===== src/rtl/mips_mem_sequencer.sv =====
// rtl/mips_mem_sequencer.sv - multi-cycle fetch/decode/data/commit sequencer for a MIPS core on one shared memory port
module mips_mem_sequencer #(
  parameter int unsigned MAX_WAIT = 0
) (
  input  logic        clk,
  input  logic        reset,
  input  logic        cpu_active,
  output logic        cpu_clk_enable,
  input  logic [31:0] cpu_instr_address,
  output logic [31:0] cpu_instr_readdata,
  input  logic [31:0] cpu_data_address,
  input  logic        cpu_data_read,
  input  logic        cpu_data_write,
  input  logic [31:0] cpu_data_writedata,
  output logic [31:0] cpu_data_readdata,
  output logic [31:0] mem_address,
  output logic        mem_read,
  output logic        mem_write,
  output logic [31:0] mem_writedata,
  input  logic [31:0] mem_readdata,
  input  logic        mem_waitrequest,
  output logic        fault
);

  typedef enum logic [2:0] {
    S_IDLE,
    S_FETCH,
    S_DECODE,
    S_DATA,
    S_COMMIT,
    S_HALT
  } state_t;

  state_t      state;
  state_t      state_next;
  logic [31:0] addr_q;
  logic [31:0] wdata_q;
  logic [31:0] instr_q;
  logic [31:0] data_q;
  logic [31:0] wait_cnt;
  logic        rd_q;
  logic        wr_q;
  logic        seen_low;
  logic        fault_q;
  logic        in_access;
  logic        timeout;

  assign in_access = (state == S_FETCH) || (state == S_DATA);
  assign timeout   = (MAX_WAIT != 32'd0) && in_access && mem_waitrequest &&
                     ((wait_cnt + 32'd1) >= MAX_WAIT);

  // The core's pc only settles after the commit edge, so FETCH presents it
  // directly; it cannot move again until the next commit, so it is held.
  assign mem_address        = (state == S_FETCH) ? cpu_instr_address : addr_q;
  assign mem_read           = (state == S_FETCH) || ((state == S_DATA) && rd_q);
  assign mem_write          = (state == S_DATA) && wr_q && !rd_q;
  assign mem_writedata      = wdata_q;
  assign cpu_clk_enable     = (state == S_COMMIT);
  assign cpu_instr_readdata = instr_q;
  assign cpu_data_readdata  = data_q;
  assign fault              = fault_q;

  // State register; reset abandons any access in flight.
  always_ff @(posedge clk or negedge reset) begin
    if (!reset) begin
      state <= S_IDLE;
    end else begin
      state <= state_next;
    end
  end

  // Next-state selection for the fetch/decode/data/commit cycle.
  always_comb begin
    state_next = state;
    case (state)
      S_IDLE: begin
        if (cpu_active && !fault_q) state_next = S_FETCH;
      end
      S_FETCH: begin
        if (timeout) state_next = S_IDLE;
        else if (!mem_waitrequest) state_next = S_DECODE;
      end
      S_DECODE: begin
        if (cpu_data_read || cpu_data_write) state_next = S_DATA;
        else state_next = S_COMMIT;
      end
      S_DATA: begin
        if (timeout) state_next = S_IDLE;
        else if (!mem_waitrequest) state_next = S_COMMIT;
      end
      S_COMMIT: begin
        state_next = cpu_active ? S_FETCH : S_HALT;
      end
      S_HALT: begin
        if (seen_low && cpu_active) state_next = S_IDLE;
      end
      default: state_next = S_IDLE;
    endcase
  end

  // Request capture, read-data latching, wait counting and sticky fault.
  always_ff @(posedge clk or negedge reset) begin
    if (!reset) begin
      addr_q   <= 32'd0;
      wdata_q  <= 32'd0;
      instr_q  <= 32'd0;
      data_q   <= 32'd0;
      wait_cnt <= 32'd0;
      rd_q     <= 1'b0;
      wr_q     <= 1'b0;
      seen_low <= 1'b0;
      fault_q  <= 1'b0;
    end else begin
      wait_cnt <= (in_access && mem_waitrequest) ? wait_cnt + 32'd1 : 32'd0;
      seen_low <= (state == S_HALT) && (seen_low || !cpu_active);
      if (timeout) fault_q <= 1'b1;
      if ((state == S_FETCH) && !mem_waitrequest) instr_q <= mem_readdata;
      if (state == S_DECODE) begin
        rd_q    <= cpu_data_read;
        wr_q    <= cpu_data_write;
        wdata_q <= cpu_data_writedata;
        if (cpu_data_read || cpu_data_write) addr_q <= cpu_data_address;
      end
      if ((state == S_DATA) && rd_q && !mem_waitrequest) data_q <= mem_readdata;
    end
  end

endmodule


===== config.mk =====
export PLATFORM = sky130hd
export DESIGN_NAME = mips_mem_sequencer
export DESIGN_NICKNAME = d
export VERILOG_FILES = /design/src/rtl/mips_mem_sequencer.sv
export SDC_FILE = /design/constraint.sdc
export NUM_CORES = 1
export LEC_CHECK = 0
export CAP_MARGIN = 20
export CELL_PAD_IN_SITES_DETAIL_PLACEMENT = 1
export CELL_PAD_IN_SITES_GLOBAL_PLACEMENT = 2
export CORE_MARGIN = 3
export CORE_UTILIZATION = 24
export DETAILED_ROUTE_END_ITERATION = 10
export PLACE_DENSITY = 0.73
export SLEW_MARGIN = 30
export SYNTH_ARGS = -nofsm -noshare
export SYNTH_HDL_FRONTEND = slang
export SYNTH_SLANG_ARGS = --single-unit

===== constraint.sdc =====
create_clock -name clk -period 1.63 [get_ports clk]
set_clock_uncertainty 0.15 [all_clocks]
set_input_delay 0.2445 -clock clk [delete_from_list [all_inputs] [get_ports clk]]
set_output_delay 0.2445 -clock clk [all_outputs]
set_load 0.005 [all_outputs]

==> flow_metrics.py, run 1 <==
metrics = {
    "timing": {
        "setup_ws_ns": -0.582,
        "fmax_ghz": 0.452,
        "period_needed_ns": 2.21,
        "finalHoldViolCount": 0,
        "grt_setup_unrepaired": "true",
        "fin_crit_sh_pct": 136,
        "setup_viol": 167,
        "drv_slew": 0,
    },
    "critical_path": {
        "rr_endpoint": "mem_writedata[27]",
        "cp-end-kind": "primary output",
        "cp_top_family": "buffers and inverters",
        "crit_chain": "nand2b_4 -> nor2_4 -> buf_6 -> buf_12 -> mux2_4 -> buf_6",
        "crit_top_cell": "buf_6",
        "rrSetupSlack_ns": -0.48,
        "rr_worst_depth": 8,
        "crit_start": "state[1]",
        "rr_startpoint": "state[0]",
        "arrival_ns": 1.82,
        "start_kind": "flop",
        "path_class": "flop to primary output",
        "required_ns": 1.24,
        "path_max_fanout": 8,
        "cp_slowest_cell": "dfrtp_1",
        "max_stage_delay_ns": 0.39,
        "path_buf_inv": 3,
    },
    "clocking": {
        "cts_buffers": 17,
        "clk_latency_ns": 0.41,
        "cts-root-buf": "clkbuf_16",
        "htree_levels": 4,
        "cts.sinks": 134,
        "cts_tree": "done",
        "clkTransAtPathRegs_ns": 0.06,
        "clock_path_buffers": 2,
    },
    "finish": {
        "antenna_cells": 0,
        "multiInputGateArea_sq_um": 2620,
        "drive_gt1_share_pct": 45.7,
        "finalNonFillerCells": 1026,
        "nFillCells": 2330,
        "synthToLayoutAreaGrowth_pct": 87.4,
        "ff_latch_area_sq_um": 3350,
        "nets": 834,
    },
    "yosys": {
        "ys.warnings.count": 0,
        "avgSynthCellArea_sq_um": 16.1,
        "synthFlopType": "dfrtp_1",
        "synth_edf_count": 0,
        "synth_most_common_cell": "dfrtp_1",
        "synth.distinct_cells": 33,
        "syn_nets": 488,
        "async_reset_ff_share_pct": 100,
        "synthesis.area_sq_um": 5700,
        "synth.top_cell.area_share_pct": 58.9,
        "synth_top_area_cell": "dfrtp_1",
        "ys_seq_area_share_pct": 58.9,
        "synth_commonest_cells": "dfrtp_1 (134), mux2_2 (130), mux2_4 (30)",
        "synthCells": 354,
        "synth_top_cells_by_area": "dfrtp_1 (59%), mux2_2 (26%), mux2_4 (7.9%)",
        "synth_seq_cells": 134,
    },
    "die": {
        "initial_utilization_pct": 24.8,
        "die_y_microns": 160,
        "ios": 266,
        "rows": 55,
        "core_area_sq_um": 23000,
        "dieArea_sq_um": 25600,
        "die_w_microns": 160,
    },
    "placement": {
        "dp_cells": 934,
        "dp_hpwl_microns": 12800,
        "gp_congestion": 0.730,
        "place.port_buffers": 264,
    },
    "grt": {
        "grtUsageMet2_pct": 27.7,
        "grt_pass1_vias": 5009,
        "overflow": 0,
        "grt_pass1_wl_microns": 30900,
        "grt_max_degree": 42,
        "antenna_found_initial": 0,
        "use_met1_pct": 18.2,
        "busiest_layer": "met2",
        "grt.total_usage_pct": 15.5,
        "grt_use_met3_pct": 5.55,
    },
    "pwr": {
        "p_comb_share_pct": 52.4,
        "switching_power_mw": 6.27,
        "seq_power_share_pct": 28.0,
        "power_density_nw_per_um2": 2010,
        "clkPwrFrac_pct": 19.6,
        "power.internal_mw": 15.2,
        "totalPowerFinal_mw": 21.5,
        "p_sw_share_pct": 29.1,
        "ir_worst_vdd_v": 0.000715,
        "power_leakage_nw": 5.02,
    },
    "outcome": {
        "outcome": "finished, violations left",
        "violations": "negative setup slack",
    },
    "detailed_routing": {
        "vias_per_cell": 4.26,
        "drtIter0Drc": 127,
        "via_count": 4372,
        "drc": 0,
        "wl_per_cell_microns": 20.4,
        "antenna_left": 0,
        "finalWirelength_microns": 20900,
        "dr.pass1.iters": 4,
    },
    "hold_path": {
        "hp-class": "primary input to asynchronous set/reset pin",
    },
    "run": {
        "maxCapViolCount": 0,
    },
}
## metrics by stage
stage / util [%] / cell area [sq um] / hold WS (ns) / setup slack [ns] / setup TNS (ns)
after floorplan: - / 5730 / -0.201 / -0.126 / -4.85
after global placement: 38.4 / 8820 / 0.0178 / -0.481 / -53.52
after detailed placement: 38.4 / 8820 / 0.0231 / -0.528 / -59.98
after CTS: 45.3 / 10400 / 0.143 / -0.748 / -55.19
after global routing: 46.4 / 10700 / 0.179 / -0.662 / -70.67
final: 46.4 / 10700 / 0.143 / -0.582 / -60.14
## final cells by class
type / instances / area share (%)
clock buffers: 18 / 4.11
clock inverters: 14 / 1.85
inverters: 5 / 0.176
multi-input cells: 195 / 24.6
flip-flops and latches: 134 / 31.4
well taps: 313 / 3.67
repair buffers: 347 / 34.2
## how the worst max path moves through the flow
stage	end	cells past startpoint	slack, ns
finish	mem_address[0]	6	-0.58
global route	mem_address[0]	6	-0.66
CTS	mem_address[30]	7	-0.75
detailed placement	addr_q[31]	4	-0.53
global placement	addr_q[31]	4	-0.48
floorplan	addr_q[10]	7	-0.13
## sequential cells by signal, summed over array words and instances (netlist names)
register,flops
addr_q,32
cpu_data_readdata,32
cpu_instr_readdata,32
mem_writedata,32
state,3
rd_q,1
seen_low,1
wr_q,1
## logic make-up (layout without fill, tap and decap cells)
logic type                Yosys count  after routing  synth area share (%)
AOI/OAI and AO/OA                  11             11                  1.21
xor gates and xnor gates            1              1                 0.154
DFF                               134            134                  58.9
and+or+nand+nor                    19             20                  2.13
muxes                             162            162                  34.0
buffers and inverters              26            384                  3.58
other                               1              1                0.0658
## metal layers
metal | vias up | share of wire, % | wire (microns)
met2 | 152 | 52 | 10800
met4 | 0 | 0.87 | 182
li1 | 1949 | - | -
met1 | 2257 | 41 | 8550
met3 | 14 | 6.5 | 1360
met5 | - | 0 | 0
## layout by cell type, fill, tap and decap left out, types with 2 or more instances in the layout
cell               n
clkbuf_16         20
o22ai_1            2
buf_16             3
buf_4             32
clkinv_4           2
nor2_4             2
inv_6              3
mux2_4           138
dfrtp_1          133
buf_6             53
bufinv_16          4
or2_2              2
nor3b_4            2
nand2_1            4
buf_2              3
buf_8              5
mux2_2            23
nor2_1             2
inv_1              5
and2_4             2
a21oi_1            4
clkinv_2           3
dlygate4sd2_1     96
clkdlybuf4s50_1  132
buf_12            18
## repair_timing
item / in CTS / in global routing
pin swaps: 12 / 7
hold buffers: 1 / 0
buffers inserted: 39 / 22
resized for setup: 376 / 80
setup endpoints to repair: 263 / 167
hold endpoints to repair: 134 / 0
gates cloned: 13 / 4
## power groups by stage
| stage | logic [mW] | clock network [mW] | registers (mW) |
|---|---|---|---|
| 4_1_cts | 10.9 | 4.31 | 5.98 |
| 5_1_grt | 12.0 | 4.50 | 6.23 |
| 2_1_floorplan | 3.97 | 0 | 5.91 |
| 3_5_place_dp | 8.90 | 0 | 6.03 |
| 3_3_place_gp | 8.69 | 0 | 5.92 |
| 6_report | 11.3 | 4.21 | 6.02 |
Note: power is estimated with default switching activity, not from simulation.
==> inputs of run 2 (changes only) <==
REMOVE_ABC_BUFFERS = 1   (was unset)
==> flow_metrics.py, run 2 (synthesis gave the netlist of run 1 again) <==
metrics = {
    "outcome": {
        "outcome": "finished, violations left",
        "violations": "negative setup slack",
    },
    "clocking": {
        "cts-root-buf": "clkbuf_16",
        "htree_levels": 4,
        "clkTransAtPathRegs_ns": 0.06,
        "clk_latency_ns": 0.41,
        "clock_path_buffers": 2,
        "cts.sinks": 134,
        "cts_buffers": 17,
        "cts_tree": "done",
    },
    "grt": {
        "grt_max_degree": 39,
        "grt_pass1_vias": 5044,
        "overflow": 0,
        "grt.total_usage_pct": 15.1,
        "antenna_found_initial": 0,
        "grt_pass1_wl_microns": 30000,
    },
    "timing": {
        "period_needed_ns": 2.23,
        "fmax_ghz": 0.449,
        "finalHoldViolCount": 0,
        "drv_slew": 0,
        "fin_crit_sh_pct": 137,
        "setup_ws_ns": -0.595,
        "grt_setup_unrepaired": "true",
        "setup_viol": 166,
    },
    "finish": {
        "antenna_cells": 0,
        "finalNonFillerCells": 1010,
        "final_cell_mix": "dfrtp_1 (134), mux2_4 (132), clkdlybuf4s50_1 (132), dlygate4sd2_1 (96), buf_6 (45)",
        "drive_gt1_share_pct": 44.2,
        "layout_commonest_cell": "dfrtp_1",
        "nets": 818,
        "synthToLayoutAreaGrowth_pct": 85.6,
    },
    "hold_path": {
        "hp-class": "primary input to asynchronous set/reset pin",
    },
    "pwr": {
        "totalPowerFinal_mw": 21.4,
        "power_density_nw_per_um2": 2020,
        "ir_worst_vdd_v": 0.000902,
        "power_leakage_nw": 4.91,
    },
    "detailed_routing": {
        "antenna_left": 0,
        "via_count": 4276,
        "dr.pass1.iters": 4,
        "wl_per_cell_microns": 20.1,
        "vias_per_cell": 4.23,
        "drc": 0,
        "drtIter0Drc": 132,
        "finalWirelength_microns": 20300,
    },
    "placement": {
        "dp_cells": 936,
        "place.port_buffers": 264,
        "gp_congestion": 0.740,
        "dp_hpwl_microns": 12900,
    },
    "critical_path": {
        "path_buf_inv": 4,
        "path_class": "flop to primary output",
        "required_ns": 1.24,
        "max_stage_delay_ns": 0.38,
        "start_kind": "flop",
        "path_max_fanout": 4,
        "arrival_ns": 1.83,
        "cp-end-kind": "primary output",
        "crit_top_cell": "buf_6",
        "rr_worst_depth": 8,
        "crit_chain": "nand2b_4 -> nor2_4 -> buf_6 -> buf_12 -> buf_8 -> mux2_4 -> buf_6",
        "rrSetupSlack_ns": -0.33,
        "cp_top_family": "buffers and inverters",
        "rr_endpoint": "cpu_instr_readdata[10]",
        "cp_slowest_cell": "dfrtp_1",
        "rr_startpoint": "state[2]",
    },
    "die": {
        "die_w_microns": 160,
        "die_y_microns": 160,
        "dieArea_sq_um": 25600,
        "initial_utilization_pct": 24.8,
        "core_area_sq_um": 23000,
        "rows": 55,
        "ios": 266,
    },
    "run": {
        "maxCapViolCount": 0,
    },
}
==> run 2: routing by layer <==
layer  part of all wire, %  GRT usage, %  wire length [microns]  up-vias
li1                      -             -                      -     1921
met1                    41          17.6                   8350     2167
met2                    51          27.3                  10500      175
met3                   6.6          4.57                   1340       13
met4                  0.95          3.55                    194        0
met5                     0             0                      0        -
==> run 2: power by group <==
part           leakage [nW]  switching [mW]  internal (mW)
clock                 0.308            1.53           2.73
sequential             1.61            1.02           5.03
combinational          3.00            3.66           7.41
==> run 2: final cells by class <==
class                      count  area (sq um)
sequential                   134          3350
clock inverter                14           221
multi-input combinational    194          2590
clock buffer                  18           429
timing repair buffer         332          3560
tap                          313           392
fill                        2308         12400
inverter                       5          18.8
==> run 2: per-stage QoR <==
| step | hold WS (ns) | util [%] | cell area, sq um | setup WS [ns] | setup TNS, ns |
|---|---|---|---|---|---|
| after floorplan | -0.201 | - | 5510 | -2.42 | -196.43 |
| after global placement | 0.0248 | 38.5 | 8850 | -0.432 | -45.79 |
| after detailed placement | 0.0294 | 38.5 | 8850 | -0.475 | -50.88 |
| after CTS | 0.151 | 44.1 | 10100 | -0.646 | -47.06 |
| after global routing | 0.178 | 46.0 | 10600 | -0.671 | -65.17 |
| final | 0.148 | 46.0 | 10600 | -0.595 | -54.72 |
==> run 2: what timing repair did <==
action / in CTS / in global routing
gates resized for setup: 329 / 99
hold endpoints to repair: 134 / 0
cloned: 13 / 3
hold buffers: 1 / 0
setup buffers: 16 / 20
endpoints found under the setup margin: 259 / 167
pin swaps: 3 / 10
==> run 2: how the worst max path moves through the flow <==
| stage | slack, ns | end | cells past startpoint | from |
|---|---|---|---|---|
| 2_1_floorplan | -2.42 | addr_q[0] | 3 | state[1] |
| 3_3_place_gp | -0.43 | mem_address[10] | 5 | state[1] |
| 3_5_place_dp | -0.48 | mem_address[23] | 5 | state[1] |
| 4_1_cts | -0.65 | mem_address[23] | 7 | state[1] |
| 5_1_grt | -0.67 | mem_address[26] | 7 | state[1] |
| 6_report | -0.60 | mem_address[26] | 7 | state[1] |
